$ cat src/rtl/mem_fetch.sv
// mem_fetch: read-fetch sequencer between the evaluator core and a one-cycle-latency RAM.
// Define FETCH_CACHE_EN to add a one-entry last-address cache that bypasses the RAM on a hit.
package mem_fetch_pkg;
    typedef enum logic {mem_ok = 1'b0, mem_oob = 1'b1} mem_status_t;
endpackage

module mem_fetch
    import mem_fetch_pkg::*;
#(
    parameter int WORD_SIZE = 32,
    parameter int ADDR_W    = 8,
    parameter int ERR_CNT_W = 8
) (
    input  logic                 clk,
    input  logic                 rst_n,
    input  logic                 req_valid,
    output logic                 req_ready,
    input  logic [ADDR_W-1:0]    req_addr,
    output logic [ADDR_W-1:0]    ram_addr,
    output logic                 ram_rden,
    output logic                 ram_wren,
    input  logic [WORD_SIZE-1:0] ram_q,
    input  mem_status_t          ram_status,
    output logic                 resp_valid,
    input  logic                 resp_ready,
    output logic [WORD_SIZE-1:0] resp_data,
    output logic                 resp_err,
    output logic                 busy,
    output logic [ERR_CNT_W-1:0] err_count,
    input  logic                 cache_inv
);
    typedef enum logic [1:0] {S_IDLE, S_ISSUE, S_WAIT, S_RESP} state_t;
    state_t state, state_d;
    logic [ADDR_W-1:0] addr_q;
    logic accept, hit, oob;
    logic [WORD_SIZE-1:0] hit_data;
    assign accept     = state == S_IDLE && req_valid;
    assign oob        = ram_status == mem_oob;
    assign req_ready  = state == S_IDLE;
    assign ram_rden   = state == S_ISSUE;
    assign ram_addr   = addr_q;
    assign ram_wren   = 1'b0;
    assign resp_valid = state == S_RESP;
    assign busy       = state != S_IDLE;
`ifdef FETCH_CACHE_EN
    logic                 cache_vld;
    logic [ADDR_W-1:0]    cache_tag;
    logic [WORD_SIZE-1:0] cache_data;
    assign hit      = cache_vld && cache_tag == req_addr && !cache_inv;
    assign hit_data = cache_data;
    // invalidate takes priority over a fill landing in the same cycle
    always_ff @(posedge clk or negedge rst_n) begin
        if (!rst_n) begin
            cache_vld  <= 1'b0;
            cache_tag  <= '0;
            cache_data <= '0;
        end else if (cache_inv) begin
            cache_vld <= 1'b0;
        end else if (state == S_WAIT && !oob) begin
            cache_vld  <= 1'b1;
            cache_tag  <= addr_q;
            cache_data <= ram_q;
        end
    end
`else
    logic unused_cache_inv;
    assign unused_cache_inv = cache_inv;
    assign hit      = 1'b0;
    assign hit_data = '0;
`endif
    always_comb begin
        state_d = state;
        case (state)
            S_IDLE:  state_d = req_valid ? (hit ? S_RESP : S_ISSUE) : S_IDLE;
            S_ISSUE: state_d = S_WAIT;
            S_WAIT:  state_d = S_RESP;
            S_RESP:  state_d = resp_ready ? S_IDLE : S_RESP;
        endcase
    end
    always_ff @(posedge clk or negedge rst_n) begin
        if (!rst_n) begin
            state     <= S_IDLE;
            addr_q    <= '0;
            resp_data <= '0;
            resp_err  <= 1'b0;
            err_count <= '0;
        end else begin
            state <= state_d;
            if (accept) addr_q <= req_addr;
            if (state == S_WAIT) begin
                resp_data <= ram_q;
                resp_err  <= oob;
                if (oob && !(&err_count)) err_count <= err_count + ERR_CNT_W'(1);
            end else if (accept && hit) begin
                resp_data <= hit_data;
                resp_err  <= 1'b0;
            end
        end
    end
endmodule
$ cat config.mk
export PLATFORM = sky130hd
export DESIGN_NAME = mem_fetch
export DESIGN_NICKNAME = d
export VERILOG_FILES = /design/src/rtl/mem_fetch.sv
export SDC_FILE = /design/constraint.sdc
export NUM_CORES = 1
export LEC_CHECK = 0
export ABC_AREA = 0
export BUFFER_PORTS_ARGS = -buffer_cell sky130_fd_sc_hd__buf_2
export CORE_UTILIZATION = 30
export DETAILED_ROUTE_END_ITERATION = 10
export GPL_ROUTABILITY_DRIVEN = 0
export SYNTH_ARGS = -nofsm -noshare
export SYNTH_HDL_FRONTEND = slang
export SYNTH_SLANG_ARGS = --single-unit
$ cat constraint.sdc
create_clock -name clk -period 1.8 [get_ports clk]
set_input_delay 0 -clock clk [delete_from_list [all_inputs] [get_ports clk]]
set_output_delay 0 -clock clk [all_outputs]
set_load 0.05 [all_outputs]
---- Word-level counts from Yosys, hierarchy flattened ----
Cells that the tools add are included.
cells by class
  $add $sub $neg .......................... 1
  equality and inequality tests ........... 3
  muxes and demuxes ....................... 3
  reductions and logical operators ........ 7
operators by type and width
  cell                   count
  $add A8 B1 Y8 const B  1
  $pmux W2 S4            1
  $reduce_and A8 Y1      1
  $eq A2 B2 Y1 const B   2
  $eq A2 B1 Y1 const B   1
  $logic_and A1 B1 Y1    2
  $logic_not A2 Y1       1
  $mux W2                1
  $reduce_and A2 Y1      1
  $reduce_bool A2 Y1     1
  $logic_not A1 Y1       1
  $mux W1                1
word-level totals
  register bits after elaboration ......... 51
  bits of input ports ..................... 46
  output and inout bits ................... 54
  logic and storage cells ................. 19

---- Longest topological paths before layout ----
Gate-level depths: netlist of run 1.
  depth after elaboration ................. 4
  gate-level depth with buffers ........... 5
  mapped depth without buffers ............ 4

---- Least setup slack after synthesis of run 1 ----
No wires, ideal clock.
  path kind ............................... register to register
  start point ............................. reg state[1]
  end point ............................... reg addr_q[0] (netlist: ram_addr[0])
  library setup time ...................... 0.125 ns
  arrival ................................. 1.608 ns
  data required time ...................... 1.675 ns
  slack ................................... 0.067 ns
  stages on the path, launching flop included .. 5
  buffers on the path ..................... 1
  clock period less this slack ............ 1.733 ns
  cell sequence ........................... dfrtp_1 nor2_2 and2_1 buf_6 mux2_4
on the way
  cells in the longest elaborated chain, start to end .. 2
ends and longest elaborated chain
  element                   line  source
  start: declaration        33    state_t state, state_d;
  start signal: assignment  88    state <= state_d;
  $logic_not A2 Y1          -
  via req_ready             17    output logic req_ready,
  $logic_and A1 B1 Y1       37    assign accept = state == S_IDLE && req_valid;
  end signal: assignment    89    if (accept) addr_q <= req_addr;
  end: declaration          34    logic [ADDR_W-1:0] addr_q;
The timed path passes the listed nets, and every way through them passes these cells.
A chain may end at the register's enable or synchronous reset.

---- Worst setup path in the final report of run 1 ----
  start point ............................. reg err_count[0]
  end point ............................... reg err_count[5]
on the way
  cells in the longest elaborated chain, start to end .. 4
  elaborated cells between the ends (all ways) .. 5
  classes of those cells .................. 1 x add/sub; 4 x reduce/logical
ends and longest elaborated chain
  element                                                                line  source
  start: declaration                                                     29    output logic [ERR_CNT_W-1:0] err_count,
  start signal: assignment                                               93    if (oob && !(&err_count)) err_count <= err_count + ERR_CNT_W'(1);
  parallel branches: the longest is 4 deep, another holds $add A8 B1 Y8  -
Several ways; the timed one is not identified.

==> impl_summary.txt, run 1 <==
----------------------------------------------------
[STA]
  Final min period ... 1.536 ns
  Headroom to the max-slew limit ... 62.55%
  Final critical-path setup slack ... 0.2643 ns
  Final worst-path cycle share ... 85.32%
  Worst clock skew ... 0.003737 ns
  Unrepaired setup endpoints after global routing ... false
  Count of endpoints failing setup in the final report ... 0
  Highest attainable clock frequency ... 651.2 MHz
  TNS Setup ... 0 ns
  Slew at the pin closest to its max-slew limit ... 0.5617 ns
  Final hold violation count ... 0
  Slew Limit Fails ... 0

[Floorplan]
  Die area ... 0.007418 sq mm
  Number of cell rows ... 30
  Core area ... 0.006832 sq mm
  Io pins ... 100
  Die outline height ... 86.13 um
  Starting utilization of the core area ... 31.08%
  Horiz. Die Dim ... 86.13 um

[Setup path]
  Crit path max-delay cell type ... sky130_fd_sc_hd__dfrtp_1
  Slowest cell delay on critical path ... 0.43 ns
  Classification of the worst setup path ... register to register
  Type of element capturing the critical path ... register
  Stages on worst setup path ... 4
  Category of cells accounting for the largest share of critical-path delay ... flip-flops
  Crit-path cells ... ha_1, and3_1, a2111oi_1, mux2i_1
  Largest fanout on the critical path ... 4
  Data required time at the worst endpoint ... 1.98 ns
  Worst path bufs/invs ... 0
  Arrival time of the worst setup path ... 1.71 ns
  Reg2Reg Depth ... 4
  Kind of launch point of the worst setup path ... register

[Clock tree]
  TritonCTS clock tree ... yes
  Clock buffers created by TritonCTS ... 5
  Clock sink count ... 51
  Clock latency at the later pin of the worst-skew pair ... 0.30 ns
  Clock transition time at the flip-flop clock pins of the worst setup and hold paths ... 0.10 ns
  Number of buffers between clock root and the deepest sink ... 2
  Cell chosen for the clock root ... sky130_fd_sc_hd__clkbuf_8
  Number of H-tree branching levels ... 2

[Route]
  Via density per instance ... 4.287
  # DRC ... 0
  Count of vias placed by the detailed router ... 1629
  Initial drt markers ... 26
  Drt first pass iters ... 2
  Average wire per standard cell ... 12.84 um
  ANT nets after route ... 0
  Wire length after detailed routing ... 4881 um

[GRT]
  Number of global-route vias before repair ... 1670
  Largest net degree at the start of global routing ... 29
  Overall routing resource usage ... 13.71%
  Global route total overflow ... 0
  Antenna violations before repair ... 0
  Wire length of the first global-routing pass ... 7845 um

[Logic synthesis]
  Main combinational cell family by area after synthesis ... multiplexers
  Distinct cell type count of the synthesized netlist ... 31
  Cell taking the most area after synthesis ... sky130_fd_sc_hd__dfrtp_1
  Number of warning messages in the yosys log ... 0
  Cells after synthesis ... 138
  Mapped Area ... 0.002123 sq mm
  Share of the synthesized area in compound gates (AO/OA/AOI/OAI) ... 3.771%
  Xor and xnor area share after synthesis ... 1.650%
  Sequential fraction of the synthesis area ... 60.11%
  Arithmetic-cell share of the synthesized area counting full adders, half adders and majority gates ... 0.5893%
  Post-synth top area share ... 60.11%
  Post-synthesis average cell area ... 15.39 sq um
  Simple-gate area share of the yosys netlist ... 6.011%
  Synthesized flop and latch total ... 51
  Number of nets in the synthesized netlist ... 185
  Dominant cells by area after synthesis ... sky130_fd_sc_hd__dfrtp_1 (60%), sky130_fd_sc_hd__mux2_1 (18%), sky130_fd_sc_hd__mux2_4 (5.7%), sky130_fd_sc_hd__buf_6 (2.1%), sky130_fd_sc_hd__a2111oi_4 (1.3%)
  Mux contribution to synthesized area ... 24.16%

[Placed design]
  Detail Placement HPWL ... 3150 um
  Pre-CTS setup slack ... 0.2809 ns
  Port Buffer Count ... 97
  Number of placed cells counting well taps ... 329

[Finish]
  Highest-count cells in the layout ignoring fill and taps ... sky130_fd_sc_hd__buf_2 (97), sky130_fd_sc_hd__dfrtp_1 (51), sky130_fd_sc_hd__dlygate4sd3_1 (43)
  Most common cell after layout, fill and taps aside ... sky130_fd_sc_hd__buf_2
  Total number of nets in the final design ... 330
  Share of cells above drive strength 1 ... 42.96%
  Number of standard cells in the final layout excluding fillers ... 380
  Area overhead of the layout relative to synthesis ... 53.33%
  Core utilization of the finished layout ... 47.66%
  Count of inserted antenna diode cells ... 0

[Worst hold path]
  Path class of the lowest-slack min-delay path ... input port to register
  Number of cells on the worst hold path ... 3

[Flow run]
  Max Cap Viol ... 0

[Outcome]
  Result of the run ... finished clean

----------------------------------------------------
==> worst min-delay path, stage by stage <==
cell                      delay (ns)
sky130_fd_sc_hd__buf_2          0.12
sky130_fd_sc_hd__a31oi_1        0.08
sky130_fd_sc_hd__nor2_1         0.08
==> synthesized netlist by cell type <==
library cell                count
sky130_fd_sc_hd__and2_1         2
sky130_fd_sc_hd__a21o_1         1
sky130_fd_sc_hd__buf_6          4
sky130_fd_sc_hd__mux2_1        34
sky130_fd_sc_hd__inv_1          4
sky130_fd_sc_hd__nor2_2         1
sky130_fd_sc_hd__and4_1         1
sky130_fd_sc_hd__nor2b_1        1
sky130_fd_sc_hd__or3_1          1
sky130_fd_sc_hd__xor2_1         2
sky130_fd_sc_hd__a2111oi_0      1
sky130_fd_sc_hd__a2111oi_4      1
sky130_fd_sc_hd__ha_1           1
sky130_fd_sc_hd__nand2_1        2
sky130_fd_sc_hd__mux2i_1        1
sky130_fd_sc_hd__xnor2_1        2
sky130_fd_sc_hd__nor3_1         1
sky130_fd_sc_hd__and3_1         2
sky130_fd_sc_hd__o21ai_1        1
sky130_fd_sc_hd__nor2_1         3
sky130_fd_sc_hd__a21oi_1        2
sky130_fd_sc_hd__nor4b_2        1
sky130_fd_sc_hd__mux2_4         8
sky130_fd_sc_hd__nand2b_1       1
sky130_fd_sc_hd__dfrtp_1       51
sky130_fd_sc_hd__nand3_1        2
sky130_fd_sc_hd__buf_4          2
sky130_fd_sc_hd__conb_1         1
sky130_fd_sc_hd__a31oi_1        1
sky130_fd_sc_hd__a211oi_1       2
sky130_fd_sc_hd__nand3b_4       1
==> state kept, by name, indices dropped and copies added (netlist names) <==
signal	cells
resp_data	32
err_count	8
ram_addr	8
state	2
resp_err	1
==> per-layer routing <==
metal / vias up / wire length, um / part of all wire (%) / track usage, %
li1: 769 / - / - / -
met1: 777 / 2025 / 41 / 15.45
met2: 75 / 2390 / 49 / 24.82
met3: 8 / 400 / 8.2 / 4.620
met4: 0 / 65 / 1.3 / 3.333
met5: - / 0 / 0 / 0
==> cell type report <==
| cell class | count | area [sq um] |
|---|---|---|
| clock buffers | 5 | 68.82 |
| clock inverters | 3 | 23.77 |
| well taps | 96 | 120.1 |
| inverters | 4 | 15.01 |
| repair buffers | 144 | 970.9 |
| multi-input cells | 77 | 780.7 |
| flip-flops and latches | 51 | 1276 |
| fillers | 628 | 3576 |
==> timing repair <==
action,CTS,global route
hold buffers,43,0
hold endpoints to repair,65,0
endpoints found under the setup margin,0,1
resized for setup,0,1
setup buffers,0,0
==> cells by family (layout without fill, tap and decap cells) <==
| family | count (synthesis) | after routing |
|---|---|---|
| other | 1 | 1 |
| buffers and inverters | 10 | 156 |
| AO/OA/AOI/OAI | 9 | 9 |
| AND/OR/NAND/NOR | 19 | 19 |
| multiplexers | 43 | 43 |
| adder cells (fa/ha/maj) | 1 | 1 |
| flip-flops | 51 | 51 |
| XOR/XNOR | 4 | 4 |
==> through the flow <==
stage                     cell area, sq um  hold WS, ns
after floorplan                       2123      -0.2956
after global placement                2731      0.03284
after detailed placement              2731      0.02631
after CTS                             3254      0.01287
after global routing                  3256      0.04696
final                                 3256      0.01970
==> worst paths after layout <==
check                                          start                         to  slack [ns]
hold reg to reg            resp_data[15]$_DFFE_PN0P_  resp_data[15]$_DFFE_PN0P_        0.49
hold / removal                            ram_status   err_count[2]$_DFFE_PN0P_        0.02
setup reg to reg            err_count[0]$_DFFE_PN0P_   err_count[5]$_DFFE_PN0P_        0.26
max in group asynchronous                      rst_n  resp_data[27]$_DFFE_PN0P_        1.04
setup / recovery            err_count[0]$_DFFE_PN0P_   err_count[5]$_DFFE_PN0P_        0.26
min in group asynchronous                      rst_n  resp_data[24]$_DFFE_PN0P_        0.21
Power of run 1 is left out: the tool's default activity adds up to more than one toggle a clock period on the data nets, which glitch-free logic cannot reach.
==> inputs of run 2 (changes only) <==
--- a/config.mk
+++ b/config.mk
@@ -5,11 +5,12 @@
 export SDC_FILE = /design/constraint.sdc
 export NUM_CORES = 1
 export LEC_CHECK = 0
-export ABC_AREA = 0
 export BUFFER_PORTS_ARGS = -buffer_cell sky130_fd_sc_hd__buf_2
-export CORE_UTILIZATION = 30
+export CORE_UTILIZATION = 46
 export DETAILED_ROUTE_END_ITERATION = 10
 export GPL_ROUTABILITY_DRIVEN = 0
+export PLACE_DENSITY = 0.79
+export SLEW_MARGIN = 20
 export SYNTH_ARGS = -nofsm -noshare
 export SYNTH_HDL_FRONTEND = slang
 export SYNTH_SLANG_ARGS = --single-unit
==> impl_summary.txt, run 2 (same netlist as run 1, synthesis figures left out) <==
----------------------------------------------------
[Setup path]
  Slowest cell delay on critical path ... 0.42 ns
  Crit-path cells ... ha_1, and3_1, a2111oi_0, mux2i_1
  Type of element capturing the critical path ... register
  Crit path max-delay cell type ... sky130_fd_sc_hd__dfrtp_1
  Reg-to-reg setup timing slack ... 0.26 ns
  Classification of the worst setup path ... register to register
  Data required time at the worst endpoint ... 1.97 ns
  Kind of launch point of the worst setup path ... register
  Largest fanout on the critical path ... 4
  Arrival time of the worst setup path ... 1.71 ns

[Finish]
  Most common cell after layout, fill and taps aside ... sky130_fd_sc_hd__buf_2
  Share of cells above drive strength 1 ... 42.46%
  Core utilization of the finished layout ... 72.60%
  Total of fill cells in the finished design ... 305
  Area of the multi-input gates ... 779.5 sq um
  Total number of nets in the final design ... 331
  Sequential cell area in the final layout ... 0.001276 sq mm
  Highest-count cells in the layout ignoring fill and taps ... sky130_fd_sc_hd__buf_2 (97), sky130_fd_sc_hd__dfrtp_1 (51), sky130_fd_sc_hd__dlygate4sd3_1 (43)
  Number of flip-flops in the largest register ... 32
  Count of inserted antenna diode cells ... 0
  Area overhead of the layout relative to synthesis ... 49.91%
  Register ranked first by flip-flop count ... resp_data

[STA]
  Final min period ... 1.543 ns
  Count of endpoints failing setup in the final report ... 0
  Final hold violation count ... 0
  TNS Setup ... 0 ns
  Slew Limit Fails ... 0
  Worst clock skew ... 0.01047 ns
  Worst hold slack ... 0.03873 ns
  Final worst-path cycle share ... 85.74%
  Unrepaired setup endpoints after global routing ... false
  Highest attainable clock frequency ... 647.9 MHz

[Route]
  Via density per instance ... 4.843
  # DRC ... 0
  Wire length after detailed routing ... 4849 um
  ANT nets after route ... 0
  Drt first pass iters ... 4
  Initial drt markers ... 55
  Average wire per standard cell ... 14.39 um
  Count of vias placed by the detailed router ... 1632

[Floorplan]
  Io pins ... 100
  Horiz. Die Dim ... 69.94 um
  Number of cell rows ... 24
  Die outline height ... 69.94 um
  Starting utilization of the core area ... 48.43%
  Die area ... 0.004892 sq mm
  Core area ... 0.004384 sq mm

[Clock tree]
  Number of buffers between clock root and the deepest sink ... 2
  Number of H-tree branching levels ... 2
  Cell chosen for the clock root ... sky130_fd_sc_hd__clkbuf_8
  Clock buffers created by TritonCTS ... 5
  Clock transition time at the flip-flop clock pins of the worst setup and hold paths ... 0.08 ns
  Post-CTS Resized ... 0
  Clock sink count ... 51
  Clock latency at the later pin of the worst-skew pair ... 0.30 ns
  TritonCTS clock tree ... yes

[Flow run]
  Max Cap Viol ... 0

[Outcome]
  Result of the run ... finished clean

[Placed design]
  Port Buffer Count ... 97
  Detail Placement HPWL ... 2986 um

[GRT]
  Global route total overflow ... 0
  Overall routing resource usage ... 21.52%
  Largest net degree at the start of global routing ... 26
  Antenna violations before repair ... 0
  Number of global-route vias before repair ... 1712
  Wire length of the first global-routing pass ... 8273 um

[Worst hold path]
  Path class of the lowest-slack min-delay path ... input port to register

----------------------------------------------------
==> run 2: layout make-up <==
| cell class | instances | share of cell area [%] |
|---|---|---|
| tap | 52 | 2.044 |
| timing repair buffer | 145 | 30.35 |
| multi-input combinational | 77 | 24.49 |
| inverter | 4 | 0.4717 |
| clock buffer | 7 | 2.398 |
| sequential | 51 | 40.09 |
| clock inverter | 1 | 0.1572 |
==> run 2: stage by stage <==
stage	cells	instance area, sq um	setup slack, ns
2_1_floorplan	138	2123	0.06657
3_3_place_gp	286	2671	0.3044
3_5_place_dp	286	2671	0.2730
4_1_cts	337	3183	0.2603
5_1_grt	337	3183	0.04972
6_report	337	3183	0.2566
==> run 2: worst paths after layout <==
check,cells after the start,endpoint,from
hold / removal,3,err_count[2]$_DFFE_PN0P_,ram_status
setup / recovery,4,err_count[5]$_DFFE_PN0P_,err_count[0]$_DFFE_PN0P_
setup reg to reg,4,err_count[5]$_DFFE_PN0P_,err_count[0]$_DFFE_PN0P_
hold reg to reg,1,resp_data[23]$_DFFE_PN0P_,resp_data[23]$_DFFE_PN0P_
min in group asynchronous,2,err_count[0]$_DFFE_PN0P_,rst_n
max in group asynchronous,3,ram_addr[3]$_DFFE_PN0P_,rst_n
==> run 2: critical path: cells and delay by family (launching register included) <==
| family | cells | cell delay (ns) |
|---|---|---|
| flip-flops | 1 | 0.42 |
| AO/OA/AOI/OAI | 1 | 0.42 |
| adder cells (fa/ha/maj) | 1 | 0.23 |
| AND/OR/NAND/NOR | 1 | 0.22 |
| multiplexers | 1 | 0.13 |
==> run 2: timing repair <==
item | in CTS | in global routing
endpoints found under the hold margin | 92 | 0
buffers inserted | 0 | 0
endpoints found under the setup margin | 0 | 0
hold buffers | 43 | 0
==> run 2: layer usage <==
layer | part of all wire [%] | global-route usage (%) | vias up
met5 | 0 | 0 | -
met4 | 1.1 | 5.556 | 0
met3 | 8.8 | 7.215 | 8
met2 | 48 | 35.36 | 83
met1 | 42 | 27.36 | 766
li1 | - | - | 775
Power of run 2 is left out for the same reason.
==> inputs of run 3 (changes only) <==
--- a/config.mk
+++ b/config.mk
@@ -6,9 +6,11 @@
 export NUM_CORES = 1
 export LEC_CHECK = 0
 export BUFFER_PORTS_ARGS = -buffer_cell sky130_fd_sc_hd__buf_2
+export CAP_MARGIN = 20
 export CORE_UTILIZATION = 46
 export DETAILED_ROUTE_END_ITERATION = 10
 export GPL_ROUTABILITY_DRIVEN = 0
+export HOLD_SLACK_MARGIN = 0.12
 export PLACE_DENSITY = 0.79
 export SLEW_MARGIN = 20
 export SYNTH_ARGS = -nofsm -noshare
==> constraint.sdc (replaced) <==
create_clock -name clk -period 1.5 [get_ports clk]
set_input_delay 0 -clock clk [delete_from_list [all_inputs] [get_ports clk]]
set_output_delay 0 -clock clk [all_outputs]
set_load 0.05 [all_outputs]
==> impl_summary.txt, run 3 (same netlist as run 1, synthesis figures left out) <==
----------------------------------------------------
[STA]
  Highest attainable clock frequency ... 697.2 MHz
  Final min period ... 1.434 ns
  Count of endpoints failing setup in the final report ... 0
  Headroom to the max-slew limit ... 63.73%
  Slew at the pin closest to its max-slew limit ... 0.5441 ns
  Slew Limit Fails ... 0
  Unrepaired setup endpoints after global routing ... false
  Worst clock skew ... 0.004127 ns
  Final hold violation count ... 0
  Final worst-path cycle share ... 95.62%

[Clock tree]
  TritonCTS clock tree ... yes
  Clock buffers created by TritonCTS ... 5
  Clock sink count ... 51
  Number of H-tree branching levels ... 2
  Clock transition time at the flip-flop clock pins of the worst setup and hold paths ... 0.09 ns
  Number of buffers between clock root and the deepest sink ... 2
  Cell chosen for the clock root ... sky130_fd_sc_hd__clkbuf_8
  Clock latency at the later pin of the worst-skew pair ... 0.30 ns

[Route]
  Average wire per standard cell ... 14.25 um
  Drt first pass iters ... 4
  # DRC ... 0
  Count of vias placed by the detailed router ... 1619
  Via density per instance ... 4.776
  Initial drt markers ... 81
  ANT nets after route ... 0
  Wire length after detailed routing ... 4832 um

[Setup path]
  Data required time at the worst endpoint ... 1.69 ns
  Largest fanout on the critical path ... 9
  Type of element capturing the critical path ... register
  Arrival time of the worst setup path ... 1.62 ns
  Classification of the worst setup path ... register to register
  Reg-to-reg setup timing slack ... 0.07 ns
  Kind of launch point of the worst setup path ... register

[Flow run]
  Max Cap Viol ... 0

[Worst hold path]
  Path class of the lowest-slack min-delay path ... input port to asynchronous set/reset pin

[Finish]
  Share of cells above drive strength 1 ... 48.08%
  Total number of nets in the final design ... 333
  Highest-count cells in the layout ignoring fill and taps ... sky130_fd_sc_hd__buf_2 (97), sky130_fd_sc_hd__dlygate4sd3_1 (44), sky130_fd_sc_hd__dfrtp_1 (41)
  Total of fill cells in the finished design ... 299
  Count of inserted antenna diode cells ... 0
  Number of standard cells in the final layout excluding fillers ... 339
  Most common cell after layout, fill and taps aside ... sky130_fd_sc_hd__buf_2
  Register ranked first by flip-flop count ... resp_data
  Number of flip-flops in the largest register ... 32
  Area overhead of the layout relative to synthesis ... 54.45%

[GRT]
  Routing usage on met2 ... 38.25%
  Largest net degree at the start of global routing ... 35
  Met1 usage ... 24.15%
  Wire length of the first global-routing pass ... 7914 um
  Overall routing resource usage ... 20.94%
  Number of global-route vias before repair ... 1693
  Global route total overflow ... 0
  Global Route met3 Usage ... 3.030%
  Antenna violations before repair ... 0
  Layer with the highest usage ... met2

[Floorplan]
  Die outline height ... 69.94 um
  Die area ... 0.004892 sq mm
  Number of cell rows ... 24
  Horiz. Die Dim ... 69.94 um
  Core area ... 0.004384 sq mm
  Io pins ... 100
  Starting utilization of the core area ... 48.43%

[Outcome]
  Result of the run ... finished clean

[Placed design]
  Number of placed cells counting well taps ... 285
  Detail Placement HPWL ... 2873 um
  Port Buffer Count ... 97

----------------------------------------------------
[run 3: cell count changes in the layout (fill, tap and decap cells not counted), sizes merged]
cell | previous run | this run
dlygate4sd3 | 43 | 44
buf | 102 | 103
clkinv | 1 | 0
clkinvlp | 0 | 1
[run 3: per-layer routing]
| metal | vias to the layer above | wire length (um) |
|---|---|---|
| met5 | - | 0 |
| met3 | 7 | 194 |
| li1 | 779 | - |
| met2 | 54 | 2612 |
| met4 | 0 | 89 |
| met1 | 779 | 1936 |
[run 3: path summary, 6_finish.rpt]
| path | start | endpoint | depth (start not counted) |
|---|---|---|---|
| max | state[0]$_DFF_PN0_ | err_count[6]$_DFFE_PN0P_ | 3 |
| min | rst_n | resp_data[19]$_DFFE_PN0P_ | 2 |
| max reg2reg | state[0]$_DFF_PN0_ | err_count[6]$_DFFE_PN0P_ | 3 |
| min reg2reg | resp_data[19]$_DFFE_PN0P_ | resp_data[19]$_DFFE_PN0P_ | 1 |
| max in group asynchronous | rst_n | err_count[7]$_DFFE_PN0P_ | 3 |
| min in group clk | req_valid | ram_addr[7]$_DFFE_PN0P_ | 3 |
[run 3: final cells by class]
class                           instances  area, sq um  share of cell area [%]
Timing Repair Buffer                  147        996.0                   30.37
Clock inverter                          1        7.507                  0.2289
Inverter                                4        15.01                  0.4578
Sequential cell                        51         1289                   39.30
Tap cell                               52        65.06                   1.984
Clock buffer                            7        96.34                   2.938
Multi-Input combinational cell         77        810.8                   24.72
[run 3: repair_timing]
| item | 4_1_cts | 5_1_grt |
|---|---|---|
| endpoints found under the hold margin | 95 | 0 |
| resized for setup | 0 | 0 |
| buffers inserted | 0 | 2 |
| setup endpoints to repair | 0 | 2 |
| hold buffers | 44 | 0 |
[run 3: critical path: stages (launching register included)]
cell	delay, ns
sky130_fd_sc_hd__dfrtp_2	0.46
sky130_fd_sc_hd__nand3b_4	0.24
sky130_fd_sc_hd__nor3_1	0.27
sky130_fd_sc_hd__mux2_1	0.35
[run 3: metrics by stage]
stage                     TNS [ns]  hold slack [ns]  cell area [sq um]  util (%)  worst slack [ns]
after global routing             0           0.2217               3279     74.80          0.009328
after CTS                        0           0.2142               3264     74.46           0.04792
final                            0           0.2074               3279     74.80           0.06572
after floorplan            -0.1454          -0.2956               2171         -          -0.01817
after global placement           0          0.01163               2720     62.04            0.1069
after detailed placement         0          0.01929               2720     62.04           0.06625
Power of run 3 is left out for the same reason.
